==> src/rtl/control_pipe.sv <==
// Control path of a 5-stage pipeline: decodes ID opcodes into EX/MEM/WB control
// fields, detects load-use hazards, handles flush, and counts illegal opcodes.
module control_pipe #(
   parameter int unsigned OPW    = 6,
   parameter int unsigned ALUOPW = 4,
   parameter int unsigned REGW   = 5,
   parameter int unsigned CNTW   = 8
) (
   input  logic              clk,
   input  logic              rst,
   input  logic              id_valid,
   input  logic [OPW-1:0]    id_opcode,
   input  logic [REGW-1:0]   id_rs,
   input  logic [REGW-1:0]   id_rt,
   input  logic              flush,
   output logic              ex_valid,
   output logic [1:0]        ex_ctrl,
   output logic [ALUOPW-1:0] ex_aluop,
   output logic [2:0]        ex_m,
   output logic [2:0]        ex_wb,
   output logic [REGW-1:0]   ex_rt,
   output logic              mem_valid,
   output logic [2:0]        mem_m,
   output logic [2:0]        mem_wb,
   output logic              wb_valid,
   output logic [2:0]        wb_wb,
   output logic              stall,
   output logic              ex_illegal,
   output logic [CNTW-1:0]   illegal_count
);

   localparam int unsigned BASEW = 6;

   logic             hi_zero;
   logic [BASEW-1:0] op6;
   logic             dec_legal;
   logic             dec_uses_rt;
   logic [1:0]       dec_ctrl;
   logic [2:0]       dec_m;
   logic [2:0]       dec_wb;
   logic [3:0]       dec_alu;
   logic             accept;
   logic             load_ex;

   assign op6     = id_opcode[BASEW-1:0];
   assign hi_zero = ((id_opcode >> BASEW) == '0);

   // Opcode decode; anything unlisted decodes to an all-zero bubble
   always_comb begin
      dec_legal   = 1'b0;
      dec_uses_rt = 1'b0;
      dec_ctrl    = 2'b00;
      dec_m       = 3'b000;
      dec_wb      = 3'b000;
      dec_alu     = 4'd0;
      if (hi_zero) begin
         case (op6)
            6'b000000: begin dec_legal = 1'b1; dec_uses_rt = 1'b1; dec_ctrl = 2'b01; dec_wb = 3'b010; dec_alu = 4'd2; end
            6'b000010: begin dec_legal = 1'b1; dec_wb = 3'b100; end
            6'b001000: begin dec_legal = 1'b1; dec_ctrl = 2'b10; dec_wb = 3'b010; dec_alu = 4'd3; end
            6'b001100: begin dec_legal = 1'b1; dec_ctrl = 2'b10; dec_wb = 3'b010; dec_alu = 4'd4; end
            6'b001101: begin dec_legal = 1'b1; dec_ctrl = 2'b10; dec_wb = 3'b010; dec_alu = 4'd5; end
            6'b001010: begin dec_legal = 1'b1; dec_ctrl = 2'b10; dec_wb = 3'b010; dec_alu = 4'd6; end
            6'b001110: begin dec_legal = 1'b1; dec_ctrl = 2'b10; dec_wb = 3'b010; dec_alu = 4'd7; end
            6'b101010: begin dec_legal = 1'b1; dec_ctrl = 2'b10; dec_wb = 3'b010; dec_alu = 4'd8; end
            6'b101111: begin dec_legal = 1'b1; dec_ctrl = 2'b10; dec_wb = 3'b010; dec_alu = 4'd9; end
            6'b110001: begin dec_legal = 1'b1; dec_ctrl = 2'b10; dec_m = 3'b001; dec_wb = 3'b011; end
            6'b101011: begin dec_legal = 1'b1; dec_uses_rt = 1'b1; dec_ctrl = 2'b10; dec_m = 3'b010; end
            6'b000100: begin dec_legal = 1'b1; dec_uses_rt = 1'b1; dec_m = 3'b100; dec_alu = 4'd1; end
            default:   begin dec_legal = 1'b0; end
         endcase
      end
   end

   // Load-use hazard against a load sitting in EX; r0 never creates a dependency
   always_comb begin
      stall = 1'b0;
      if (!rst && !flush && id_valid && ex_valid && ex_m[0] && (ex_rt != '0)) begin
         stall = (ex_rt == id_rs) || ((ex_rt == id_rt) && dec_uses_rt);
      end
   end

   assign accept  = id_valid && !flush && !stall;
   assign load_ex = accept && dec_legal;

   always_ff @(posedge clk) begin
      if (rst) begin
         ex_valid      <= 1'b0;
         ex_ctrl       <= '0;
         ex_aluop      <= '0;
         ex_m          <= '0;
         ex_wb         <= '0;
         ex_rt         <= '0;
         ex_illegal    <= 1'b0;
         illegal_count <= '0;
         mem_valid     <= 1'b0;
         mem_m         <= '0;
         mem_wb        <= '0;
         wb_valid      <= 1'b0;
         wb_wb         <= '0;
      end else begin
         ex_valid   <= load_ex;
         ex_ctrl    <= load_ex ? dec_ctrl : 2'b00;
         ex_aluop   <= load_ex ? ALUOPW'(dec_alu) : '0;
         ex_m       <= load_ex ? dec_m : 3'b000;
         ex_wb      <= load_ex ? dec_wb : 3'b000;
         ex_rt      <= load_ex ? id_rt : '0;
         ex_illegal <= accept && !dec_legal;
         if (accept && !dec_legal && (illegal_count != '1)) begin
            illegal_count <= illegal_count + CNTW'(1);
         end
         // Flush kills the instruction moving EX->MEM; older work drains to WB
         if (flush) begin
            mem_valid <= 1'b0;
            mem_m     <= '0;
            mem_wb    <= '0;
         end else begin
            mem_valid <= ex_valid;
            mem_m     <= ex_m;
            mem_wb    <= ex_wb;
         end
         wb_valid <= mem_valid;
         wb_wb    <= mem_wb;
      end
   end

endmodule

==> config.mk <==
export PLATFORM = sky130hd
export DESIGN_NAME = control_pipe
export DESIGN_NICKNAME = d
export VERILOG_FILES = /design/src/rtl/control_pipe.sv
export SDC_FILE = /design/constraint.sdc
export NUM_CORES = 1
export LEC_CHECK = 0
export ABC_AREA = 0
export CAP_MARGIN = 30
export CELL_PAD_IN_SITES_DETAIL_PLACEMENT = 1
export CELL_PAD_IN_SITES_GLOBAL_PLACEMENT = 1
export CORE_UTILIZATION = 35
export DETAILED_ROUTE_END_ITERATION = 6
export PLACE_DENSITY_LB_ADDON = 0.05
export SLEW_MARGIN = 40
export SYNTH_ARGS = -nofsm -noshare
export SYNTH_HDL_FRONTEND = slang
export SYNTH_SLANG_ARGS = --single-unit
==> constraint.sdc <==
create_clock -name clk -period 6.5 [get_ports clk]
set_input_delay 0.65 -clock clk [delete_from_list [all_inputs] [get_ports clk]]
set_output_delay 0.65 -clock clk [all_outputs]
set_load 0.05 [all_outputs]
==> run_results.csv <==
group,metric,value,unit
cts,clockRootBuffer,"clkbuf_8",
worst_hold_path,holdPathEnd,"mem_wb[2]$_SDFF_PP0_",
logic_synthesis,yosysWarnings,0,
critical_path,regToRegStartpoint,"ex_rt[2]$_SDFF_PP0_",
cts,clockBufferDepth,2,
cts,clkTransAtPathRegs,80,ps
critical_path,crit_fanout,12,
power,ir_drop,0.1010,mV
logic_synthesis,synth_enable_flop_cells,0,
die,design.core.area,4755,sq um
timing,finalSetupViolCount,0,
logic_synthesis,syn-instance-count,189,
cts,numClockSinks,38,
grt,antenna_found_initial,0,
drt,num_vias,1546,
critical_path,reg2reg_depth,6,
timing,fin_skew,7.253,ps
place,place.gp.congestion,0.9429,
die,dieArea,5258,sq um
timing,slew-limit-headroom,53.63,%
timing,max_freq,271.7,MHz
critical_path,startpoint_type,"input pin",
drt,avgRoutedWirePerCell,13.89,um
grt,grt_usage,17.98,%
logic_synthesis,async_flop_share,0,%
grt,grt_pass1_wl,7231,um
drt,viasPerCell,4.971,
critical_path,r2r_slack,3920,ps
power,comb_power_share,10.9,%
critical_path,arrival,3030,ps
power,p_seq_share,47.6,%
power,intPower,0.3719,mW
power,power_density,201.1,nW/um^2
power,switchingPower,0.1233,mW
die,die_w,72.52,um
timing,worst_pin_slew,692.5,ps
critical_path,path_class,"in2out",
place,dp_hpwl,3344,um
cts,cts_resized,0,
run_status,outcome,"completed",
power,p_leak,0.8764,nW
power,pwr-share-clk,41.4,%
logic_synthesis,synth_area_leader_cell,"dfxtp_1",
die,design.portCount,59,
cts,htreeDepth,2,
critical_path,required,5850,ps
grt,grt_pass1_vias,1492,
cts,cts_tree,"yes",
die,rows,25,
final_layout,layout-drive-gt1-share,6.967,%
cts,cts_setup_buffers,0,
logic_synthesis,synth-seq-area-share,43.71,%
drt,post-route-drc-count,0,
logic_synthesis,yosys.area.top_type_share,43.71,%
critical_path,end_kind,"output port",
timing,fin_crit_sh,56.62,%
cts,holdBufCountCts,0,
logic_synthesis,synth.distinct_cells,49,
logic_synthesis,syn-num-nets,210,
die,die_y,72.52,um
cts,clock_latency,290,ps
logic_synthesis,ys.flop_type,"dfxtp_1",
timing,rsz0062_at_grt,"false",
final_layout,final_cell_mix,"58 x clkdlybuf4s50_1, 38 x dfxtp_1, 18 x nor2_1",
timing,final-hold-violation-count,0,
cts,cts_inserted_buffers,5,
drt,routed_wl,4319,um
final_layout,fill_cells,565,
timing,drv_slew,0,
run,maxCapViolCount,0,
logic_synthesis,syn_area_per_cell,9.209,sq um
worst_hold_path,hp-class,"reg2reg",
timing,fin_crit,3680,ps
place,portBuffers,58,
drt,firstDrtPassIters,4,
timing,tns,0,ps
grt,grt_max_degree,21,
final_layout,nNetsFinal,264,
power,sw_frac_of_total,24.90,%
die,initial_utilization,36.61,%
worst_hold_path,min-delay-start,"ex_wb[2]$_SDFF_PP0_",
logic_synthesis,synth_area_leaders,"dfxtp_1 44%, and2_1 4.3%, nor2b_1 4.3%",
grt,overflow,0,
logic_synthesis,syn-cell-area,1740,sq um
drt,drtIter0Drc,67,
logic_synthesis,ys_ff_latch,38,
final_layout,postLayoutCoreUtil,51.79,%
critical_path,reg2reg_to,"ex_aluop[3]$_SDFF_PP0_",
final_layout,antenna_cells,0,
final_layout,final_common_cell,"clkdlybuf4s50_1",
drt,ant_nets,0,
worst_hold_path,whs_path_depth,1,
final_layout,area_delta_synth_final,41.48,%
-- registers in the layout, summed over array words and instances (netlist names), 2 cells and up --
name,flops
ex_ctrl,2
ex_m,3
mem_m,3
mem_wb,3
ex_aluop,4
illegal_count,8
ex_wb,3
ex_rt,5
wb_wb,3
-- worst max path at each step --
| stage | start | end | slack (ps) | depth (start not counted) |
|---|---|---|---|---|
| floorplan | id_opcode[3] | stall | 3700 | 5 |
| global placement | rst | ex_m[1]$_SDFF_PP0_ | 2810 | 8 |
| detailed placement | rst | ex_m[1]$_SDFF_PP0_ | 2620 | 8 |
| CTS | rst | stall | 2770 | 5 |
| global route | rst | stall | 2570 | 5 |
| finish | id_opcode[3] | stall | 2820 | 5 |
-- power groups by stage --
stage | Combinational (mW) | Clock, mW | Sequential (mW)
after floorplan | 0.0273 | 0 | 0.247
final | 0.0541 | 0.205 | 0.236
after global routing | 0.0592 | 0.223 | 0.236
after detailed placement | 0.0544 | 0 | 0.241
after global placement | 0.0524 | 0 | 0.241
after CTS | 0.0548 | 0.212 | 0.236
-- synthesized netlist by cell type, types with 3 or more instances --
cell and instances:
nand3_1 5, dfxtp_1 38, nor4_2 4, o21ai_0 4
buf_2 6, nand4_1 4, inv_1 4, nor3_1 7
xor2_1 3, nor4_1 3, a21oi_1 3, nor2b_1 12
clkbuf_1 4, and2_1 12, mux2_1 5, nor2_1 18
xnor2_1 8, nand2_1 11, nand2b_1 3
-- area by class of cell --
cell class / count / area [sq um] / share of cell area, %
clock inverter: 3 / 45.04 / 1.829
multi-input combinational: 134 / 900.9 / 36.59
timing repair buffer: 58 / 580.6 / 23.58
clock buffer: 5 / 68.82 / 2.795
tap: 67 / 83.83 / 3.404
sequential: 38 / 760.7 / 30.89
inverter: 6 / 22.52 / 0.9146
-- metal layers --
metal	GRT usage, %	vias up	wire length [um]
li1	-	764	-
met1	21.47	740	1912
met2	31.67	40	2233
met3	4.167	2	158
met4	5.882	0	15
met5	0	-	0
-- through the flow --
step	power (mW)	hold slack, ps	setup slack, ps	cell area (sq um)	cells
after floorplan	0.2743	705.7	3699	1740	189
final	0.4953	458.8	2820	2462	311
after detailed placement	0.2959	442.8	2617	2349	303
after global routing	0.5189	480.2	2575	2462	311
after CTS	0.5029	465.5	2766	2462	311
after global placement	0.2938	439.6	2808	2349	303
-- critical path: stages --
cell and delay, ps:
clkdlybuf4s50_1 630, nor4_1 570, o21ai_0 170, a21oi_1 180
clkdlybuf4s50_1 830
-- cell families after synthesis --
logic type	after synthesis	synth area share, %
XOR/XNOR	11	5.536
multiplexers	6	3.810
AND/OR/NAND/NOR	91	30.77
buffers and inverters	17	4.529
flip-flops	38	43.71
adder cells (fa/ha/maj)	1	0.7188
AO/OA/AOI/OAI	25	10.93
(Power assumes the default switching activity.)
